## src/rtl/div_iter_ctrl_if.sv

```systemverilog
// Handshake and data bundle between the FP divide/sqrt controller and the
// iterative mantissa divider.
interface div_iter_ctrl_if #(
    parameter int WIDTH = 24
);
    logic             start;
    logic             abort;
    logic [WIDTH-1:0] dividend;
    logic [WIDTH-1:0] divisor;
    logic             ready;
    logic             busy;
    logic             done;
    logic             dz;
    logic [WIDTH-1:0] quotient;
    logic [WIDTH-1:0] remainder;

    modport master (
        output start, abort, dividend, divisor,
        input  ready, busy, done, dz, quotient, remainder
    );

    modport slave (
        input  start, abort, dividend, divisor,
        output ready, busy, done, dz, quotient, remainder
    );
endinterface

```

## src/rtl/div_iter_ctrl.sv

```systemverilog
// Non-restoring iterative unsigned divider: one shift-add/subtract step per
// clock, final remainder correction in FIX, divide-by-zero short path.
module div_iter_ctrl #(
    parameter int WIDTH = 24,
    parameter int CNT_W = 5
) (
    input  logic           clk,
    input  logic           rst_n,
    div_iter_ctrl_if.slave bus
);
    typedef enum logic [1:0] {IDLE, RUN, FIX} stateT;

    stateT            state;
    logic [WIDTH:0]   aReg;
    logic [WIDTH:0]   bReg;
    logic [WIDTH-1:0] qReg;
    logic [CNT_W-1:0] cntReg;
    logic             dzPendReg;
    logic [WIDTH-1:0] dzDividendReg;

    logic             readyReg;
    logic             busyReg;
    logic             doneReg;
    logic             dzReg;
    logic [WIDTH-1:0] quotientReg;
    logic [WIDTH-1:0] remainderReg;

    logic [WIDTH:0]   aShift;
    logic [WIDTH:0]   aStep;
    logic [WIDTH-1:0] remFix;

    // Only the low WIDTH bits of the corrected remainder are kept, so the
    // correction add is done at WIDTH bits.
    always_comb begin
        aShift = {aReg[WIDTH-1:0], qReg[WIDTH-1]};
        aStep  = aReg[WIDTH] ? (aShift + bReg) : (aShift - bReg);
        remFix = aReg[WIDTH] ? (aReg[WIDTH-1:0] + bReg[WIDTH-1:0]) : aReg[WIDTH-1:0];
    end

    always_ff @(posedge clk or negedge rst_n) begin
        if (!rst_n) begin
            state         <= IDLE;
            aReg          <= '0;
            bReg          <= '0;
            qReg          <= '0;
            cntReg        <= '0;
            dzPendReg     <= 1'b0;
            dzDividendReg <= '0;
            readyReg      <= 1'b1;
            busyReg       <= 1'b0;
            doneReg       <= 1'b0;
            dzReg         <= 1'b0;
            quotientReg   <= '0;
            remainderReg  <= '0;
        end else begin
            doneReg <= 1'b0;
            unique case (state)
                IDLE: begin
                    // A zero-divisor request completes on the edge after its
                    // accept; ready stays high so a new request may overlap.
                    dzPendReg <= 1'b0;
                    if (dzPendReg) begin
                        doneReg      <= 1'b1;
                        dzReg        <= 1'b1;
                        quotientReg  <= '1;
                        remainderReg <= dzDividendReg;
                    end
                    if (bus.start) begin
                        if (bus.divisor == '0) begin
                            dzPendReg     <= 1'b1;
                            dzDividendReg <= bus.dividend;
                        end else begin
                            aReg     <= '0;
                            qReg     <= bus.dividend;
                            bReg     <= {1'b0, bus.divisor};
                            cntReg   <= '0;
                            state    <= RUN;
                            readyReg <= 1'b0;
                            busyReg  <= 1'b1;
                        end
                    end
                end
                RUN: begin
                    if (bus.abort) begin
                        state    <= IDLE;
                        readyReg <= 1'b1;
                        busyReg  <= 1'b0;
                    end else begin
                        aReg   <= aStep;
                        qReg   <= {qReg[WIDTH-2:0], ~aStep[WIDTH]};
                        cntReg <= cntReg + 1'b1;
                        if (cntReg == CNT_W'(WIDTH - 1)) begin
                            state <= FIX;
                        end
                    end
                end
                FIX: begin
                    state    <= IDLE;
                    readyReg <= 1'b1;
                    busyReg  <= 1'b0;
                    if (!bus.abort) begin
                        doneReg      <= 1'b1;
                        dzReg        <= 1'b0;
                        quotientReg  <= qReg;
                        remainderReg <= remFix;
                    end
                end
                default: begin
                    state    <= IDLE;
                    readyReg <= 1'b1;
                    busyReg  <= 1'b0;
                end
            endcase
        end
    end

    assign bus.ready     = readyReg;
    assign bus.busy      = busyReg;
    assign bus.done      = doneReg;
    assign bus.dz        = dzReg;
    assign bus.quotient  = quotientReg;
    assign bus.remainder = remainderReg;
endmodule

```

## src/flat_wrapper.sv

```systemverilog
// flat-port wrapper written by rule: the top's interface ports become plain ports
module div_iter_ctrl_flat 
#(
    parameter int WIDTH = 24,
    parameter int CNT_W = 5
)
  (clk, rst_n, bus_start, bus_abort, bus_dividend, bus_divisor, bus_ready, bus_busy, bus_done, bus_dz, bus_quotient, bus_remainder);
  div_iter_ctrl_if #(.WIDTH(WIDTH)) bus_i ();
  input  logic clk;
  input  logic rst_n;
  input wire logic [$bits(bus_i.start)-1:0] bus_start;
  input wire logic [$bits(bus_i.abort)-1:0] bus_abort;
  input wire logic [$bits(bus_i.dividend)-1:0] bus_dividend;
  input wire logic [$bits(bus_i.divisor)-1:0] bus_divisor;
  output wire logic [$bits(bus_i.ready)-1:0] bus_ready;
  output wire logic [$bits(bus_i.busy)-1:0] bus_busy;
  output wire logic [$bits(bus_i.done)-1:0] bus_done;
  output wire logic [$bits(bus_i.dz)-1:0] bus_dz;
  output wire logic [$bits(bus_i.quotient)-1:0] bus_quotient;
  output wire logic [$bits(bus_i.remainder)-1:0] bus_remainder;
  assign bus_i.start = bus_start;
  assign bus_i.abort = bus_abort;
  assign bus_i.dividend = bus_dividend;
  assign bus_i.divisor = bus_divisor;
  assign bus_ready = bus_i.ready;
  assign bus_busy = bus_i.busy;
  assign bus_done = bus_i.done;
  assign bus_dz = bus_i.dz;
  assign bus_quotient = bus_i.quotient;
  assign bus_remainder = bus_i.remainder;
  div_iter_ctrl #(.WIDTH(WIDTH), .CNT_W(CNT_W)) u_core (.clk(clk), .rst_n(rst_n), .bus(bus_i));
endmodule
```

## config.mk

```make
export PLATFORM = sky130hd
export DESIGN_NAME = div_iter_ctrl_flat
export DESIGN_NICKNAME = d
export VERILOG_FILES = /design/src/rtl/div_iter_ctrl_if.sv /design/src/rtl/div_iter_ctrl.sv /design/src/flat_wrapper.sv
export SDC_FILE = /design/constraint.sdc
export NUM_CORES = 1
export LEC_CHECK = 0
export ABC_CLOCK_PERIOD_IN_PS = 6200
export BUFFER_PORTS_ARGS = -buffer_cell sky130_fd_sc_hd__buf_2
export CORE_ASPECT_RATIO = 1.4
export CORE_MARGIN = 2
export CORE_UTILIZATION = 64
export CTS_CLUSTER_DIAMETER = 80
export CTS_CLUSTER_SIZE = 40
export DETAILED_ROUTE_END_ITERATION = 8
export GPL_ROUTABILITY_DRIVEN = 0
export PLACE_DENSITY = 0.86
export REMOVE_ABC_BUFFERS = 1
export SLEW_MARGIN = 20
export SYNTH_ARGS = -nofsm -noshare
export SYNTH_HDL_FRONTEND = slang
export SYNTH_SLANG_ARGS = --single-unit
```

## constraint.sdc

```tcl
create_clock -name clk -period 6.2 [get_ports clk]
set_input_delay 0.31 -clock clk [delete_from_list [all_inputs] [get_ports clk]]
set_output_delay 0.31 -clock clk [all_outputs]
set_load 0.05 [all_outputs]
```

# After elaboration in Yosys (flattened, before gate mapping)
# Index checks and enable logic that the tools add are counted.
[totals]
output_inout_bits = 52
latchBits = 0
mem_bits_ro = 0
memories = 0
reg_bits = 157
ram_bits = 0
[classes]
bitwise_logic = 2
n_shift = 0
n_reduce_logical = 10
n_eq_ne = 10
div_mod_pow = 0
order_cmp = 0
n_mul = 0
n_addsub = 4
n_mux = 41
[ops]
columns = ["op", "n"]
rows = [
  ["$mux W24", 8],
  ["$pmux W24 S2", 3],
  ["$mux W25", 4],
  ["$pmux W25 S2", 1],
  ["$add A25 B24 Y25", 1],
  ["$sub A25 B24 Y25", 1],
  ["$add A24 B24 Y24", 1],
  ["$logic_not A24 Y1", 1],
  ["$mux W5", 3],
  ["$reduce_and A3 Y1", 5],
  ["$mux W1", 12],
  ["$ne A2 B2 Y1 const B", 5],
  ["$pmux W5 S2", 1],
  ["$mux W2", 4],
  ["$pmux W1 S2", 4],
  ["$add A5 B1 Y5 const B", 1],
  ["$eq A5 B5 Y1 const B", 1],
  ["$pmux W2 S2", 1],
  ["$reduce_and A4 Y1", 1],
  ["$reduce_bool A2 Y1", 2],
  ["$ne A3 B2 Y1 const B", 1],
  ["$eq A2 B1 Y1 const B", 1],
  ["$eq A2 B2 Y1 const B", 1],
  ["$logic_not A2 Y1", 1],
  ["2 further kinds", 3],
]

# Logic depth before layout (Yosys ltp)
[logic_depth]
ltp_word = 5
mapped_depth = 16
mapped_depth_nobuf = 15

# Worst setup path before layout
# No wires, ideal clock.
[synth_timing]
kind = "reg2reg"
start = "register u_core.bReg[3]"
end = "register u_core.aReg[22]"
slack_ns = 2.900
n_path_buf = 0
setup_time_ns = 0.134
stages_incl_launch_ff = 16
required_ns = 6.066
arrival_time_ns = 3.166
path_cell_list = "dfrtp_1 > nor3_1 > nor3b_1 > nand2_1 > nor2_1 > a21oi_1 > xor2_1 > ha_1 > a21o_1 > a21oi_1 > o21ai_0 > a21o_1 > a31o_2 > a31oi_1 > xor2_1 > o21ai_0"
[synth_via]
elab_chain_len = 4
word_cells_on_any_way = 5
[synth_lines]
columns = ["element", "line_no", "rtl"]
rows = [
  ["start: declaration", "div_iter_ctrl.sv:15", "logic [WIDTH:0] bReg;"],
  ["start signal: assignment", "div_iter_ctrl.sv:75", "bReg <= {1'b0, bus.divisor};"],
  ["$sub A25 B24 Y25 or $add A25 B24 Y25 (tied branches)", "div_iter_ctrl.sv:36", "aStep = aReg[WIDTH] ? (aShift + bReg) : (aShift - bReg);"],
  ["$mux W25 (*)", "div_iter_ctrl.sv:36", ""],
  ["$mux W25 (*)", "div_iter_ctrl.sv:84", "if (bus.abort) begin"],
  ["$pmux W25 S2 (*)", "div_iter_ctrl.sv:57", "unique case (state)"],
  ["end signal: assignment", "div_iter_ctrl.sv:89", "aReg <= aStep;"],
  ["end: declaration", "div_iter_ctrl.sv:14", "logic [WIDTH:0] aReg;"],
]
# Every way passes the cells marked *; elsewhere a longest branch is shown, timed or not. The select of a mux whose other input is x is not followed.
# A chain may end at the register's enable or synchronous reset.

# Final worst setup path
[layout_timing]
start = "register u_core.bReg[3]"
end = "register u_core.aReg[20]"
# Same word-level chain as after synthesis.

==> metrics <==
status finished with violations; failing checks hold timing; fin area around 10,000 sq um; DRC Markers 0; fillers 984; first-pass GRT wire length 40,300 microns; first drt pass iteration count 5; Post-DP HPWL about 17,000 microns; top cells by area, synth dfrtp_1, ha_1, nand2_1; Initial Util between 60% and 70%; Req. time, crit path about 6.5 ns; min Tclk post-route 3.98 ns; hold_ws -0.0304 ns; Inserted Clock Buffers 17; CTS tree yes; Storage cell area just under 4000 sq um; Post-DP Area 9850 sq um; sequential element share of the synthesized area roughly 43%; critical path class flip-flop to flip-flop; Die ar. 15,400 sq um; Max IR drop VDD 0.000239 V; Worst-Margin Slew 1.11 ns; WL per Instance 19.4 microns; area of the mapped netlist 9190 sq um; fmax about 250 MHz; global route total overflow 0; Buf+Inv Stages, Crit Path 0; initial DRC count 694; I/O Pins 104; Die Y 146 microns; vias in the first global route 8,058; Synth Flop Type dfrtp_1; Pwr Density 435 nW/um^2; crit path capture type flip-flop; asr flop ratio synth 100%; Post-CTS Repair Setup Buffers 0; Arr. time, crit path 4.27 ns; Reg clk slew, reported paths ~0.070 ns; setup TNS 0 ns; Tot GR Track Use 32.8%; Diodes inserted 0; CTS resizes 0; Hold Path Class primary input to asynchronous set/reset pin; row count 51; core area roughly 14,000 sq um; crit path max fanout 8; Routed WL 24,500 microns; later-pin clock latency in the skew report around 0.43 ns; initial antenna violation count 0; clock root buffer clkbuf_16; Max clock buf depth 2; final period utilization 64.2%; Synth Warn # 0; Synth Register Bits 157; EDFF count, synth 0; Syn Area/Cell 9.39 sq um; layout cell share with drive strength beyond 1 between 10% and 20%; Die W around 110 microns; # clock sinks 157; CP Cell Sequence nor3_1 -> nor3b_1 -> nand2_1 -> nor2_1 -> a21oi_1 -> xor2_1 -> ha_1 -> a21o_1 -> a21oi_1 -> o21ai_0 -> a21o_1 -> a211oi_1 -> o21ai_0 -> xnor2_1 -> o21ai_0; clock skew approximately 0.011 ns; I/O Buffers 103; endpoints failing hold 26; Gate Count Post-Synth 979; most used cell, CP o21ai_0; Nets 1,163; Slowest Stage Delay on Critical Path 0.47 ns; Antenna Violating Nets Remaining 0; Final WS setup 2.22 ns; Max H-tree Level 4; startpoint types flip-flop; P_leak 0.00495 uW; total number of vias 8,121; pre-CTS setup slack about 2.4 ns; synth unique cells between 60 and 70; via density per instance 6.46; hold buffer count at cts 0; pin count of the biggest net entering global routing 104; post-synth top area share 42.5%; maxcap violations 0; most common cell after layout, fill and taps aside dfrtp_1; final slew viol count 0; final setup violation count 0; Worst path top cell family by delay compound AO/OA/AOI/OAI gates; P&R area growth vs syn 13.5%; slowest CP cell nor2_1; Rel. slew slack between 20% and 30%; area leader, netlist dfrtp_1; RSZ-0062 raised after global routing no; area of the multi-input gates 5000 sq um; commonest non-fill, non-tap cells in the layout dfrtp_1, nand2_1, buf_2
state kept, by name (all words and copies together) (netlist names):
name                  count
u_core.aReg              25
u_core.bReg              24
u_core.bus.busy           1
u_core.bus.done           1
u_core.bus.dz             1
u_core.bus.quotient      24
u_core.bus.ready          1
u_core.bus.remainder     24
u_core.cntReg             5
u_core.dzDividendReg     24
u_core.dzPendReg          1
u_core.qReg              24
u_core.state              2
area by class of cell:
| type | count | share of cell area [%] |
|---|---|---|
| Tap cell | 185 | 2.22 |
| Sequential cell | 157 | 37.7 |
| Multi-Input combinational cell | 747 | 47.9 |
| Clock buffer | 18 | 4.21 |
| Timing Repair Buffer | 112 | 5.65 |
| Clock inverter | 14 | 1.42 |
| Inverter | 25 | 0.899 |
final timing paths:
kind / to / slack [ns] / cells past startpoint / start
worst min register to register: u_core.bus.quotient[4] / 0.48 / 1 / u_core.bus.quotient[4]
worst min-delay path: u_core.bus.remainder[1] / -0.03 / 1 / rst_n
worst max register to register: u_core.aReg[20] / 2.22 / 15 / u_core.bReg[3]
max in group asynchronous: u_core.aReg[9] / 4.99 / 2 / rst_n
worst max-delay path: u_core.aReg[20] / 2.22 / 15 / u_core.bReg[3]
min in group clk: u_core.bReg[6] / 0.08 / 3 / bus_divisor[6]
cells by family (layout without fill, tap and decap cells):
group                      after synthesis  after routing  share of synthesized area [%]
AOI/OAI and AO/OA                      307            307                           21.8
buffers and inverters                   75            169                           3.08
DFF                                    157            157                           42.8
adders and majority gates               51             51                           7.10
muxes                                   37             37                           4.40
xor gates and xnor gates                64             64                           6.18
and+or+nand+nor                        288            288                           14.7
worst register-to-register path, delay by kind of cell (launching register included):
| family | cells | cell delay [ns] |
|---|---|---|
| AOI/OAI and AO/OA | 8 | 1.45 |
| xor gates and xnor gates | 2 | 0.32 |
| adders and majority gates | 1 | 0.36 |
| DFF | 1 | 0.44 |
| and+or+nand+nor | 4 | 1.26 |
per-layer routing:
layer | wire (microns) | track usage, %
met5 | 0 | 0
met4 | 747 | 14.0
met3 | 1460 | 5.46
met2 | 12400 | 55.7
met1 | 9830 | 41.2
Yosys cell counts, types with 7 or more instances:
library cell and n:
dfrtp_1 156, a21o_1 28, a22oi_1 16, mux2i_1 10, nor3b_1 7, xor2_1 38, o22a_1 24, mux2_2 27
inv_1 25, clkbuf_1 47, nand2_1 132, o21a_1 7, o22ai_1 15, nor4_1 8, ha_1 49, a211oi_1 13
a22o_1 9, nand4_1 7, nor2b_1 7, nor2_1 67, xnor2_1 25, a31oi_1 13, o21ai_0 77, nand2b_1 8
a21oi_1 65, nand3_1 17
where the power goes:
part	internal (uW)	total, uW	switching, uW
combinational	895	2120	1230
sequential	1170	1380	210
clock	548	1030	486
total	2620	4540	1930
stage by stage:
step | utilization (%) | power [uW] | cells
finish | 74.7 | 4540 | 1258
global route | 74.7 | 4840 | 1258
CTS | 74.7 | 4510 | 1258
detailed placement | 70.5 | 3440 | 1226
global placement | 70.5 | 3380 | 1226
floorplan | - | 2960 | 929
(Power assumes the default switching activity.)
